### src/rtl/track_result_sync.sv
// Frame-synchronous holder for tracker box results feeding the box overlay.
// Optional build macro TRK_CLAMP_EN clamps incoming boxes to the active image at transfer.
`timescale 1ns/1ps
module track_result_sync #(
   parameter int IMG_WIDTH   = 1280,
   parameter int IMG_HEIGHT  = 720,
   parameter int HOLD_FRAMES = 8
) (
   input  logic        hdmi_pclk,
   input  logic        s_rst_n,
   input  logic        hdmi_vs,
   input  logic        trk_valid,
   output logic        trk_ready,
   input  logic        trk_lost,
   input  logic [15:0] trk_x,
   input  logic [15:0] trk_y,
   input  logic [15:0] trk_w,
   input  logic [15:0] trk_h,
   output logic [15:0] result_x,
   output logic [15:0] result_y,
   output logic [15:0] result_w,
   output logic [15:0] result_h,
   output logic        hdmi_vs_sel,
   output logic [7:0]  frame_age
);

   typedef enum logic {IDLE, SHOW} state_t;

   generate
      if (HOLD_FRAMES < 1 || HOLD_FRAMES > 255 || IMG_WIDTH < 1 || IMG_HEIGHT < 1) begin : g_bad_param
         $error("track_result_sync: parameter out of range");
      end
   endgenerate

   state_t      state_reg;
   logic        vs_d1_reg;
   logic        pending_reg;
   logic [15:0] shadow_x_reg, shadow_y_reg, shadow_w_reg, shadow_h_reg;
   logic        shadow_lost_reg;

   logic        vs_rise;
   logic        transfer;
   logic        lost_in;
   logic [7:0]  age_inc;

   // Axis 0 = horizontal (x/w), axis 1 = vertical (y/h)
   logic [15:0] pos_in  [2];
   logic [15:0] len_in  [2];
   logic [15:0] pos_st  [2];
   logic [15:0] len_st  [2];

   assign pos_in[0] = trk_x;
   assign pos_in[1] = trk_y;
   assign len_in[0] = trk_w;
   assign len_in[1] = trk_h;

   genvar gi;
   generate
      for (gi = 0; gi < 2; gi++) begin : g_axis
`ifdef TRK_CLAMP_EN
         localparam logic [16:0] P_MAX = 17'((gi == 0) ? IMG_WIDTH - 1 : IMG_HEIGHT - 1);
         logic [16:0] p_ext, l_ext, p_c, room, l_c;
         always_comb begin
            p_ext = {1'b0, pos_in[gi]};
            l_ext = {1'b0, len_in[gi]};
            p_c   = (p_ext > P_MAX) ? P_MAX : p_ext;
            room  = P_MAX - p_c;
            l_c   = (l_ext > room) ? room : l_ext;
         end
         assign pos_st[gi] = p_c[15:0];
         assign len_st[gi] = l_c[15:0];
`else
         assign pos_st[gi] = pos_in[gi];
         assign len_st[gi] = len_in[gi];
`endif
      end
   endgenerate

   assign vs_rise   = hdmi_vs & ~vs_d1_reg;
   assign trk_ready = ~pending_reg;
   assign transfer  = trk_valid & ~pending_reg;
   // A zero-size box is treated the same as an explicit loss report
   assign lost_in   = trk_lost | (len_st[0] == 16'd0) | (len_st[1] == 16'd0);
   assign age_inc   = (frame_age == 8'hFF) ? 8'hFF : frame_age + 8'd1;

   always_ff @(posedge hdmi_pclk or negedge s_rst_n) begin
      if (!s_rst_n) begin
         state_reg       <= IDLE;
         vs_d1_reg       <= 1'b0;
         pending_reg     <= 1'b0;
         shadow_x_reg    <= '0;
         shadow_y_reg    <= '0;
         shadow_w_reg    <= '0;
         shadow_h_reg    <= '0;
         shadow_lost_reg <= 1'b0;
         result_x        <= '0;
         result_y        <= '0;
         result_w        <= '0;
         result_h        <= '0;
         hdmi_vs_sel     <= 1'b0;
         frame_age       <= '0;
      end else begin
         vs_d1_reg <= hdmi_vs;

         if (transfer) begin
            shadow_x_reg    <= pos_st[0];
            shadow_y_reg    <= pos_st[1];
            shadow_w_reg    <= len_st[0];
            shadow_h_reg    <= len_st[1];
            shadow_lost_reg <= lost_in;
            pending_reg     <= 1'b1;
         end

         // transfer requires pending=0, so it never collides with the clear below
         if (vs_rise) begin
            if (pending_reg) begin
               pending_reg <= 1'b0;
               if (!shadow_lost_reg) begin
                  result_x    <= shadow_x_reg;
                  result_y    <= shadow_y_reg;
                  result_w    <= shadow_w_reg;
                  result_h    <= shadow_h_reg;
                  frame_age   <= 8'd0;
                  state_reg   <= SHOW;
                  hdmi_vs_sel <= 1'b1;
               end else begin
                  frame_age   <= age_inc;
                  state_reg   <= IDLE;
                  hdmi_vs_sel <= 1'b0;
               end
            end else begin
               frame_age <= age_inc;
               if (state_reg == SHOW && age_inc == 8'(HOLD_FRAMES)) begin
                  state_reg   <= IDLE;
                  hdmi_vs_sel <= 1'b0;
               end
            end
         end
      end
   end

endmodule
### config.mk
export PLATFORM = sky130hd
export DESIGN_NAME = track_result_sync
export DESIGN_NICKNAME = d
export VERILOG_FILES = /design/src/rtl/track_result_sync.sv
export SDC_FILE = /design/constraint.sdc
export NUM_CORES = 1
export LEC_CHECK = 0
export BUFFER_PORTS_ARGS = -buffer_cell sky130_fd_sc_hd__buf_4
export CORE_ASPECT_RATIO = 0.75
export CORE_MARGIN = 4
export CORE_UTILIZATION = 57
export DETAILED_ROUTE_END_ITERATION = 6
export GPL_TIMING_DRIVEN = 0
export PLACE_DENSITY = 0.89
export REMOVE_ABC_BUFFERS = 1
export SLEW_MARGIN = 25
export SYNTH_ARGS = -nofsm -noshare
export SYNTH_HDL_FRONTEND = slang
export SYNTH_SLANG_ARGS = --single-unit
export TNS_END_PERCENT = 30
### constraint.sdc
create_clock -name hdmi_pclk -period 3.5 [get_ports hdmi_pclk]
set_input_delay 1.05 -clock hdmi_pclk [delete_from_list [all_inputs] [get_ports hdmi_pclk]]
set_output_delay 1.05 -clock hdmi_pclk [all_outputs]
set_load 0.05 [all_outputs]
**After elaboration in Yosys (flattened, before gate mapping)**

Cells that the tools add are included.

- Output and inout bits: 74
- Logic and storage cells: 38
- Register bits: 140
- Bits of input ports: 69

- Muxes and demuxes: 9
- Reductions and logical operators: 6
- Bitwise operators: 7
- Equal/unequal tests: 2
- $add $sub $neg: 1

Operators by type and width:

| operator | count |
|---|---|
| $logic_not A16 Y1 | 2 |
| $mux W8 | 3 |
| $add A8 B1 Y8 const B | 1 |
| $eq A8 B4 Y1 const B | 1 |
| $eq A8 B8 Y1 const B | 1 |
| $mux W1 | 6 |
| $not A1 Y1 | 3 |
| $reduce_and A3 Y1 | 1 |
| $and A1 B1 Y1 | 2 |
| $or A1 B1 Y1 | 2 |
| $reduce_and A2 Y1 | 1 |
| $reduce_bool A2 Y1 | 1 |
| $logic_and A1 B1 Y1 | 1 |

**Longest topological paths before layout**

- Depth in word-level cells: 6
- Gate-level depth with buffers: 6

**Worst setup path before layout**

Ideal clock, no wire load.

- Kind: input port to flip-flop
- Start point: input port trk_valid
- End point: register shadow_x_reg[0]
- Slack: 1.457 ns
- Data required time: 3.375 ns
- Cell stages on the path: 4
- Path buffers: 2
- Data arrival time: 1.918 ns
- Setup time: 0.125 ns
- Cell sequence: nor2b_1 > buf_4 > buf_4 > mux2_2

- Word-level cells in the longest chain between the ends: 1

Ends and longest elaborated chain:

| element | RTL line | RTL |
|---|---|---|
| start, declared | 12 | `input logic trk_valid,` |
| $and A1 B1 Y1 | 81 | `assign transfer = trk_valid & ~pending_reg;` |
| end signal, assigned | 106 | `shadow_x_reg <= pos_st[0];` |
| end, declared | 38 | `logic [15:0] shadow_x_reg, shadow_y_reg, shadow_w_reg, shadow_h_reg;` |

Every way passes these cells.
A chain may end at the register's enable or synchronous reset.

**Worst setup path after layout**

- Start point: input port hdmi_vs
- End point: register result_x[3]

- Word-level cells in the longest chain between the ends: 2

Ends and longest elaborated chain:

| element | RTL line | RTL |
|---|---|---|
| start, declared | 11 | `input logic hdmi_vs,` |
| $and A1 B1 Y1 | 79 | `assign vs_rise = hdmi_vs & ~vs_d1_reg;` |
| $reduce_and A3 Y1 (no source line) | -- |  |
| end signal, assigned | 119 | `result_x <= shadow_x_reg;` |
| end, declared | 19 | `output logic [15:0] result_x,` |

Every way passes these cells.

==> results_dict.tcl <==
set metrics [dict create \
    path_class "input port to flip-flop" \
    grt_pass1_wl_um 20900 \
    yosysWarnings 0 \
    ctsHoldBuffers 0 \
    grt_max_degree 72 \
    clock_skew_ns 0.00839 \
    worstSkewPairLatency_ns 0.41 \
    ctsHtreeMaxLevel 4 \
    ant_nets 0 \
    die_h_um 93.3 \
    io_pins 143 \
    rows 30 \
    drc 0 \
    clockBufferDepth 2 \
    synthArstFlopShare_pct 100 \
    fin_hold_ws_ns 0.483 \
    top_layer_used "met4" \
    cp-start-kind "input port" \
    critPathMaxFanout 24 \
    leakage_nw 3.38 \
    post_cts_resized 0 \
    hold_class "flip-flop to flip-flop" \
    synth-seq-area-share_pct 63.3 \
    worst-r2r-setup-slack_ns 1.33 \
    fin_setup_tns_ns 0 \
    via_per_inst 5.54 \
    synth.distinct_cells 37 \
    dr.first_iter.drc_count 219 \
    detailed_place_hpwl_um 8640 \
    grt_use_total_pct 24.1 \
    finalWirelength_um 12700 \
    areaGrowthSynthToFinish_pct 33.2 \
    r2r_start "vs_d1_reg$_DFF_PN0_" \
    grt-ovfl-total 0 \
    dieArea_um2 11400 \
    ir_drop_uv 710 \
    slew_viol_final 0 \
    cp-end-kind "flip-flop" \
    syn-instance-count 357 \
    reg2reg_to "result_x[3]$_DFFE_PN0P_" \
    period_share_pct 69.9 \
    synth-edff-count 0 \
    wl_met3_um 1100 \
    hold_end "result_h[8]$_DFFE_PN0P_" \
    worst_ep_required_time_ns 3.77 \
    path_clk_slew_ns 0.05 \
    p_per_area_nw_per_um2 1030 \
    min-delay-start "result_h[8]$_DFFE_PN0P_" \
    cap_viol_max_count 0 \
    cts_inserted_buffers 17 \
    setup_viol 0 \
    post_cts_buffers 0 \
    worst_pin_slew_ns 0.737 \
    dr.pass1.iters 4 \
    clkSinkCount 140 \
    portBuffers 142 \
    syn_area_um2 5530 \
    drt-met1-wl_um 4910 \
    ys.flop_type "dfrtp_1" \
    min_path_cells 1 \
    status "completed" \
    cts-root-buf "clkbuf_16" \
    grt_pass1_vias 4023 \
    cts_tree "built" \
    drive_gt1_share_pct 50.5 \
    relSlewSlack_pct 50.8 \
    antenna_found_initial 0 \
    synth.avg_cell_area_um2 15.5 \
    gp_congestion 0.828 \
    hold_viol 0 \
    arrival_ns 2.72 \
    fp.dieW_um 122 \
    coreArea_um2 9270 \
    grt_setup_unrepaired "false" \
    fin_nets 575 \
    n_antenna_cell 0 \
    worst-r2r-cell-count 4 \
    ys_seq_elements 140 \
    wl_met2_um 6490 \
    num_vias 3575 \
    start_util_pct 59.7 \
    routedWlPerCell_um 19.7 \
    period_needed_ns 2.45 \
    fmax_mhz 409 \
]
[how the worst max path moves through the flow]
stage                          from                     endpoint  slack [ns]  cells past startpoint
after floorplan           trk_valid  shadow_h_reg[0]$_DFFE_PN0P_       -1.04                      2
final                       hdmi_vs      result_x[3]$_DFFE_PN0P_        1.05                      5
after detailed placement    hdmi_vs      result_y[5]$_DFFE_PN0P_        0.68                      5
after global placement    trk_valid  shadow_y_reg[8]$_DFFE_PN0P_       -2.83                      3
after CTS                   hdmi_vs      result_x[3]$_DFFE_PN0P_        1.07                      5
after global routing        hdmi_vs      result_x[3]$_DFFE_PN0P_        0.96                      5
[stage by stage]
step | std cells | utilization, % | power (mW) | setup WS (ns) | instance area, um2
after detailed placement | 614 | 73.0 | 5.81 | 0.683 | 6770
after global placement | 608 | 71.2 | 5.64 | -2.83 | 6610
after CTS | 645 | 79.5 | 7.67 | 1.07 | 7370
final | 645 | 79.5 | 7.61 | 1.05 | 7370
after floorplan | 338 | - | 4.72 | -1.04 | 5380
after global routing | 645 | 79.5 | 7.95 | 0.964 | 7370
[cell usage after synthesis (2+ instances only)]
| library cell | instances | area, um2 |
|---|---|---|
| dfrtp_1 | 140 | 3500 |
| mux2_2 | 79 | 890 |
| mux2_1 | 49 | 552 |
| nor4_1 | 8 | 50.1 |
| buf_2 | 7 | 35.0 |
| a21oi_1 | 6 | 30.0 |
| a31oi_1 | 6 | 37.5 |
| nor2_1 | 5 | 18.8 |
| buf_4 | 4 | 30.0 |
| buf_8 | 4 | 60.1 |
| nand2_1 | 4 | 15.0 |
| nand3_1 | 4 | 20.0 |
| nand4_1 | 4 | 25.0 |
| o21ai_0 | 4 | 20.0 |
| o22a_1 | 3 | 26.3 |
| a21o_1 | 2 | 15.0 |
| and3_1 | 2 | 12.5 |
| buf_6 | 2 | 22.5 |
| clkbuf_1 | 2 | 7.51 |
| nand2b_1 | 2 | 12.5 |
| nor2b_1 | 2 | 12.5 |
| nor3_1 | 2 | 10.0 |
| xnor2_1 | 2 | 17.5 |
[layer usage]
metal | track usage [%] | up-vias
met5 | 0 | -
met2 | 40.9 | 141
li1 | - | 1591
met3 | 10.1 | 20
met1 | 27.8 | 1823
met4 | 7.93 | 0
[critical path: stages]
cell      delay, ns
buf_4          0.09
nand2b_1       0.24
nor2_4         0.68
buf_12         0.27
mux2_1         0.38
[where the power goes]
group          leakage, nW  switching, mW  internal [mW]
registers             1.67          0.409           2.30
logic                 1.40           2.00           1.10
clock network        0.302          0.652           1.15
total                 3.38           3.06           4.55
[cell type report]
cell class,count,area (um2)
Sequential cell,140,3500
Fill cell,510,1900
Multi-Input combinational cell,197,1880
Timing Repair Buffer,148,1220
Clock buffer,19,453
Tap cell,128,160
Clock inverter,12,146
Inverter,1,3.75
[cell families after synthesis]
kind of cell	synth area share, %
buf+inv	2.87
flops	63.3
fa+ha+maj	0.226
simple gates	3.87
xor+xnor	0.475
mux	26.0
compound gates	3.21
[placed cells by master, fill, tap and decap left out, types with 2 or more instances in the layout]
cell       Yosys  layout
nand2_1        4       4
mux2_2        79      79
buf_16         0       4
nand2b_1       2       2
mux2_1        49      49
nand3_1        4       4
nand4_1        4       4
buf_8          4       2
dfrtp_1      140     140
nor3_1         2       2
clkinv_2       0       6
clkinv_4       0       3
nor4_1         8       8
nor2_1         5       5
a31oi_1        6       6
a21o_1         2       2
a21oi_1        6       6
clkbuf_16      0      17
xnor2_1        2       2
clkbuf_8       0       2
o22a_1         3       3
buf_4          4     141
and3_1         2       2
o21ai_0        4       4
bufinv_16      0       3
Power figures use the tool's default switching activity.
